$ cat src/rtl/evaluate_taper.sv
// Tapered evaluation: blends middlegame/endgame scores by a game phase derived from the board.
// Piece codes are {colour, kind}: kind 0 empty, 1 pawn, 2 knight, 3 bishop, 4 rook, 5 queen, 6 king.
`ifndef PIECE_WIDTH
`define PIECE_WIDTH 4
`endif
`ifndef BOARD_WIDTH
`define BOARD_WIDTH (64 * `PIECE_WIDTH)
`endif

module evaluate_taper #(
    parameter int EVAL_WIDTH    = 16,
    parameter bit SIDE_RELATIVE = 1'b0
) (
    input  logic                         clk,
    input  logic                         reset,
    input  logic                         board_valid,
    input  logic [`BOARD_WIDTH-1:0]      board,
    input  logic                         white_to_move,
    input  logic                         clear_eval,
    input  logic signed [EVAL_WIDTH-1:0] eval_mg_in,
    input  logic signed [EVAL_WIDTH-1:0] eval_eg_in,
    input  logic                         eval_in_valid,
    output logic signed [EVAL_WIDTH-1:0] eval,
    output logic                         eval_valid,
    output logic [4:0]                   phase
);

    localparam int PW  = `PIECE_WIDTH;
    localparam int P_W = EVAL_WIDTH + 10;
    localparam logic signed [EVAL_WIDTH-1:0] EVAL_MIN = {1'b1, {(EVAL_WIDTH-1){1'b0}}};
    localparam logic signed [EVAL_WIDTH-1:0] EVAL_MAX = {1'b0, {(EVAL_WIDTH-1){1'b1}}};

    typedef enum logic [2:0] {IDLE, WAIT, MUL, FIN, DONE} state_t;

    state_t state, next_state;

    logic [2:0]                  units [64];
    logic                        units_valid;
    logic                        phase_ready;
    logic [4:0]                  phase_q;
    logic [8:0]                  unit_sum;
    logic                        start;
    logic                        stm_white;
    logic signed [EVAL_WIDTH-1:0] mg_q, eg_q, eval_q, fin_value, r_trunc;
    logic signed [P_W-1:0]       p_q, p_next;
    logic [8:0]                  w;
    logic signed [9:0]           w_s, w_inv_s;
    logic                        unused_p_bits;

    function automatic logic [2:0] piece_units(input logic [PW-1:0] piece);
        case (piece)
            4'd2, 4'd3, 4'd10, 4'd11: piece_units = 3'd1;
            4'd4, 4'd12:              piece_units = 3'd2;
            4'd5, 4'd13:              piece_units = 3'd4;
            default:                  piece_units = 3'd0;
        endcase
    endfunction

    // w = (phase*256+12)/24, tabulated so no divider is built.
    function automatic logic [8:0] weight_of(input logic [4:0] ph);
        case (ph)
            5'd0:  weight_of = 9'd0;    5'd1:  weight_of = 9'd11;
            5'd2:  weight_of = 9'd21;   5'd3:  weight_of = 9'd32;
            5'd4:  weight_of = 9'd43;   5'd5:  weight_of = 9'd53;
            5'd6:  weight_of = 9'd64;   5'd7:  weight_of = 9'd75;
            5'd8:  weight_of = 9'd85;   5'd9:  weight_of = 9'd96;
            5'd10: weight_of = 9'd107;  5'd11: weight_of = 9'd117;
            5'd12: weight_of = 9'd128;  5'd13: weight_of = 9'd139;
            5'd14: weight_of = 9'd149;  5'd15: weight_of = 9'd160;
            5'd16: weight_of = 9'd171;  5'd17: weight_of = 9'd181;
            5'd18: weight_of = 9'd192;  5'd19: weight_of = 9'd203;
            5'd20: weight_of = 9'd213;  5'd21: weight_of = 9'd224;
            5'd22: weight_of = 9'd235;  5'd23: weight_of = 9'd245;
            default: weight_of = 9'd256;
        endcase
    endfunction

    // clear_eval suppresses start, so a board arriving with it is dropped.
    assign start = (state == IDLE) && board_valid && !clear_eval;

    // NOTE: sequential state uses non-blocking assignments so every register samples pre-edge values.
    always_ff @(posedge clk) begin
        if (reset) state <= IDLE;
        else       state <= next_state;
    end

    // NOTE: every combinational output gets a default first; a missed branch would otherwise infer a latch.
    always_comb begin
        next_state = state;
        case (state)
            IDLE: if (board_valid) next_state = WAIT;
            WAIT: if (eval_in_valid && phase_ready) next_state = MUL;
            MUL:  next_state = FIN;
            FIN:  next_state = DONE;
            DONE: next_state = DONE;
            default: next_state = IDLE;
        endcase
        if (clear_eval) next_state = IDLE;
    end

    always_comb begin
        unit_sum = '0;
        for (int i = 0; i < 64; i++) unit_sum = unit_sum + 9'(units[i]);
    end

    // NOTE: the per-square unit array is reset too, so a flushed pipeline can never replay an old board.
    always_ff @(posedge clk) begin
        if (reset) begin
            for (int i = 0; i < 64; i++) units[i] <= '0;
            units_valid <= 1'b0;
            phase_ready <= 1'b0;
            phase_q     <= '0;
        end else begin
            units_valid <= start;
            if (start)
                for (int i = 0; i < 64; i++) units[i] <= piece_units(board[i*PW +: PW]);
            if (units_valid)
                phase_q <= (unit_sum > 9'd24) ? 5'd24 : unit_sum[4:0];
            if (clear_eval || start) phase_ready <= 1'b0;
            else if (units_valid)    phase_ready <= 1'b1;
        end
    end

    always_comb begin
        w       = weight_of(phase_q);
        w_s     = signed'({1'b0, w});
        w_inv_s = 10'sd256 - w_s;
        p_next  = P_W'(mg_q) * P_W'(w_s) + P_W'(eg_q) * P_W'(w_inv_s);
    end

    // Floor shift by 8; the weighted average is bounded by max(|mg|,|eg|), so the top bits are sign copies.
    assign r_trunc       = signed'(p_q[EVAL_WIDTH+7:8]);
    assign unused_p_bits = ^{p_q[7:0], p_q[P_W-1:EVAL_WIDTH+8]};

    always_comb begin
        fin_value = r_trunc;
        if (SIDE_RELATIVE && !stm_white)
            fin_value = (r_trunc == EVAL_MIN) ? EVAL_MAX : -r_trunc;
    end

    always_ff @(posedge clk) begin
        if (reset) begin
            stm_white <= 1'b0;
            mg_q      <= '0;
            eg_q      <= '0;
            p_q       <= '0;
            eval_q    <= '0;
        end else begin
            if (start) stm_white <= white_to_move;
            if (state == WAIT) begin
                mg_q <= eval_mg_in;
                eg_q <= eval_eg_in;
            end
            if (state == MUL) p_q <= p_next;
            if (state == FIN) eval_q <= fin_value;
        end
    end

    assign eval       = eval_q;
    assign eval_valid = (state == DONE);
    assign phase      = phase_q;

endmodule

$ cat config.mk
export PLATFORM = sky130hd
export DESIGN_NAME = evaluate_taper
export DESIGN_NICKNAME = d
export VERILOG_FILES = /design/src/rtl/evaluate_taper.sv
export SDC_FILE = /design/constraint.sdc
export NUM_CORES = 1
export LEC_CHECK = 0
export CELL_PAD_IN_SITES_DETAIL_PLACEMENT = 0
export CELL_PAD_IN_SITES_GLOBAL_PLACEMENT = 1
export CORE_MARGIN = 2
export CORE_UTILIZATION = 50
export CTS_BUF_LIST = sky130_fd_sc_hd__clkbuf_16
export DETAILED_ROUTE_END_ITERATION = 12
export PLACE_DENSITY_LB_ADDON = 0.25
export SETUP_SLACK_MARGIN = 0.4
export SKIP_LAST_GASP = 1
export SYNTH_ARGS = -nofsm -noshare
export SYNTH_HDL_FRONTEND = slang
export SYNTH_SLANG_ARGS = --single-unit
$ cat constraint.sdc
create_clock -name clk -period 43.7 [get_ports clk]
set_input_delay 4.37 -clock clk [delete_from_list [all_inputs] [get_ports clk]]
set_output_delay 4.37 -clock clk [all_outputs]
set_load 0.1 [all_outputs]
# Word level (Yosys, flattened, before mapping)
# Memories as Yosys holds them, arrays and structs flattened. A register that Yosys moved wholly into a read port is not among the register bits.
# Cells that the tools add are included.
[totals]
ramBits = 192
mem_bits_ro = 3360
ff_bits = 82
n_memories = 66
in_bits = 294
wordCells = 425
[memory_table]
columns = ["name", "depth", "width", "rd", "rd_clocked_by_memory_dff", "wr", "line_no", "text"]
rows = [
  ["(no name shown)", 32, 9, 1, 1, 0, "61", "case (ph)"],
  ["units", 64, 3, 64, 0, 64, "37", "logic [2:0] units [64];"],
  ["(no name shown)", 16, 3, 1, 0, 0, "51", "case (piece)"],
  ["(no name shown)", 16, 3, 1, 0, 0, "51", ""],
  ["(no name shown)", 16, 3, 1, 0, 0, "51", ""],
  ["(no name shown)", 16, 3, 1, 0, 0, "51", ""],
  ["+60 memories", "-", "-", "-", "-", "-", "-", ""],
]
[op_classes]
muxes = 203
bitwise = 64
eq_ne = 6
mul = 2
n_lt_le_gt_ge = 1
add_sub_neg = 65
n_reduce_logical = 10
[op_table]
columns = ["operator", "n"]
rows = [
  ["$mux W3", 194],
  ["$add A9 B3 Y9", 57],
  ["$or A1 B1 Y1", 64],
  ["$mul A16 B10 Y24", 2],
  ["$add A24 B24 Y24", 1],
  ["$mux W5", 3],
  ["$pmux W3 S4", 1],
  ["$sub A9 B9 Y10 const A", 1],
  ["$add A8 B3 Y9", 1],
  ["$gt A9 B5 Y1 const B", 1],
  ["$add A7 B3 Y8", 1],
  ["$add A6 B3 Y7", 1],
  ["$add A5 B3 Y6", 1],
  ["$eq A3 B2 Y1 const B", 2],
  ["$reduce_or A2 Y1", 3],
  ["$add A4 B3 Y5", 1],
  ["$mux W1", 5],
  ["$add A3 B3 Y4", 1],
  ["$ne A2 B2 Y1 const B", 2],
  ["$eq A3 B1 Y1 const B", 1],
  ["$eq A3 B3 Y1 const B", 1],
  ["$logic_and A1 B1 Y1", 3],
  ["$logic_not A3 Y1", 1],
  ["$reduce_and A2 Y1", 1],
  ["2 further kinds", 2],
]

# Depth between registers and ports, before layout
# An unclocked memory read counts as a cell.
[logic_depth]
depth_word = 68
mapped_depth = 32
depth_no_buf = 32

# Least setup slack after synthesis
# Ideal clock, no wire load.
[synth_path]
path_type = "input-to-reg"
from = "input port board_valid"
to = "memory units[0][0], enable pin"
required_ns = 42.690
path_slack_ns = 24.454
setup_ns = 1.010
path_buffers = 0
arrival_ns = 18.236
cell_stages = 2
cell_sequence = "or4b_1 o21ai_0"
[synth_rtl]
columns = ["item", "line_no", "text"]
rows = [
  ["start: declaration", "16", "input logic board_valid,"],
  ["end: declaration", "37", ""],
]

==> qor.yml <==
die:
  design.core.area_mm2: 0.05234
  row_count: 84
  die_w_um: 233.7
  die-height_um: 233.7
  start_util: 0.5040
  die_area_mm2: 0.05462
  io_pins: 316
synth:
  yosysWarnings: 0
  ys_types: 67
  synth_edf_count: 192
  netlist_area_mm2: 0.02638
  ys.flop_type: "edfxtp_1"
  syn_nets: 3293
  yosysSeqAreaShare: 0.2800
  syn_area_per_cell_um2: 11.02
  synthCells: 2393
  async_reset_ff_frac: 0
  ys_ff_latch: 273
grt:
  grt_max_degree: 193
  grt_pass1_wl_mm: 96.21
  antenna_found_initial: 2
  grt_pass1_vias: 18940
  overflow: 0
  grt_usage: 0.2308
setup_path:
  arrival_ns: 8.83
  critPathKind: "reg2reg"
  crit_slowest_cell: "fa_1"
  cp_common_cell: "fa_1"
  crit_required_ns: 44.11
  cp-end-kind: "register"
  cpPeakStageDelay_ns: 0.59
  path_max_fanout: 7
  path_cells: "fa_1, fa_1, inv_1, fa_1, fa_1, inv_1, fa_1, fa_1, fa_1, fa_1, fa_1, ha_1, fa_1, a21o_1, nor4b_1, mux2i_1, o311ai_1, a32oi_1, nor2_1, inv_1, ha_1, a222oi_1, o22ai_1"
  worst_setup_path_start_kind: "register"
  cp.buffers_inverters: 3
  reg2reg_slack_ns: 35.28
  path_delay_family: "adder cells"
clocking:
  clk_latency_ns: 0.58
  cts_setup_buffers: 0
  cts_max_path_buffers: 3
  cts_tree: "yes"
  hold_buffers: 0
  cts_htree_levels: 2
  cts_made_buffers: 34
  cts_resized: 0
  clkTransAtPathRegs_ns: 0.05
  cts_root_buf: "clkbuf_16"
  cts_sinks: 273
drt:
  dr_total_vias: 17120
  drt_pass1_iterations: 5
  post_drt_wl_per_cell_um: 18.03
  drt-initial-drc-count: 682
  drc: 0
  postRouteAntennaNets: 0
  vias_per_cell: 5.159
  routed_wl_mm: 59.81
sta:
  slew_headroom: 0.1820
  hold_violations: 0
  tightest_slew_ns: 1.227
  max_freq_ghz: 0.1188
  fin_crit_ns: 8.421
  slew_viol_final: 0
  min_period_over_period: 0.1927
  hold_ws_ns: 0.4505
  skew_ns: 0.04054
  tns_ns: 0
  finalSetupViolCount: 0
  fin_ws_ns: 35.28
  rsz0062_at_grt: "false"
placed_design:
  place_ws_ns: 35.26
  port-buffer-count: 250
  finalWeightedCongestion: 0.8681
  post-dp-hpwl_mm: 48.53
hold_path:
  hold_class: "reg2reg"
finish:
  fin_nets: 3505
  layout_commonest_cell: "inv_1"
  syn_to_final_growth_pct: 16.42
  layout_common_cells: "inv_1 (561), fa_1 (481), nand2_1 (260)"
  fillers: 4455
  layout-drive-gt1-share: 0.03804
  utilization: 0.5868
run:
  drv_cap: 0
outcome:
  outcome: "finished, final reports clean"
-- sequential cells by signal (all words and copies together), names as in the netlist, 3 cells and up --
signal  flops
w           7
mg_q       16
eval       16
p_q        16
phase       5
eg_q       16
state       3
units     192
-- per-layer routing --
metal	GRT usage	share of wire	vias to the layer above	wire [µm]
met5	0	0.00022	-	13
met4	0.09632	0.041	2	2479
met1	0.2540	0.37	8739	21940
met2	0.4415	0.55	344	33160
met3	0.03259	0.037	130	2210
li1	-	-	7903	-
-- synthesized netlist by cell type, types with 4 or more instances --
cell      count  area, µm²
inv_1       556       2087
fa_1        481       9629
nand2_1     260      975.9
edfxtp_1    192       5766
ha_1        125       1564
and2_1      121      757.0
dfxtp_1      81       1622
a21oi_1      73      365.4
clkbuf_1     69      259.0
nor4b_1      69      604.3
nor3b_1      67      503.0
nor4bb_1     64      640.6
xnor2_1      31      271.5
nor2_1       29      108.9
or2_2        21      131.4
buf_1        14      52.55
xor2_1       13      113.9
o21ai_0      12      60.06
nand3_1      11      55.05
nor3_1        9      45.04
nand2b_1      7      43.79
or3_1         7      43.79
a21o_1        6      45.04
o21a_1        6      45.04
buf_2         5      25.02
mux2i_1       4      40.04
nor2b_1       4      25.02
-- cell type report --
cell class	instances	area (µm²)	area share
inverter	558	2095	0.06820
clock inverter	26	311.5	0.01014
tap	688	860.8	0.02803
clock buffer	34	850.8	0.02770
sequential	273	7387	0.2405
multi-input combinational	1472	16570	0.5396
timing repair buffer	266	2633	0.08571
antenna	1	2.502	0.00008148
-- through the flow --
step / cells / instance area (µm²)
detailed placement: 3257 / 29550
CTS: 3317 / 30710
floorplan: 2393 / 26380
finish: 3318 / 30710
global route: 3318 / 30710
global placement: 3257 / 29550
-- path summary, 6_finish.rpt --
check	from	endpoint	cells after the start
setup reg to reg	units[1][17]	w[0]	23
setup / recovery	units[1][17]	w[0]	23
hold / removal	p_q[22]	p_q[22]	2
hold reg to reg	p_q[22]	p_q[22]	2
-- logic make-up after synthesis --
group                    after synthesis  share of synthesized area
flip-flops                           273                     0.2800
multiplexers                           4                   0.001518
AND/OR/NAND/NOR                      679                     0.1521
buffers and inverters                648                    0.09286
AO/OA/AOI/OAI                        138                    0.03372
adder cells (fa/ha/maj)              606                     0.4243
XOR/XNOR                              45                    0.01546
-- worst register-to-register path, delay by kind of cell, from the launching register on --
family                     cells  cell delay (ns)
and+or+nand+nor                2             0.59
DFF                            1             0.41
adders and majority gates     12             5.64
muxes                          1             0.12
buffers and inverters          3             0.28
AOI/OAI and AO/OA              5             1.24
Power is left out: the tool's default activity adds up to more than one toggle a clock period on the data nets, which glitch-free logic cannot reach.
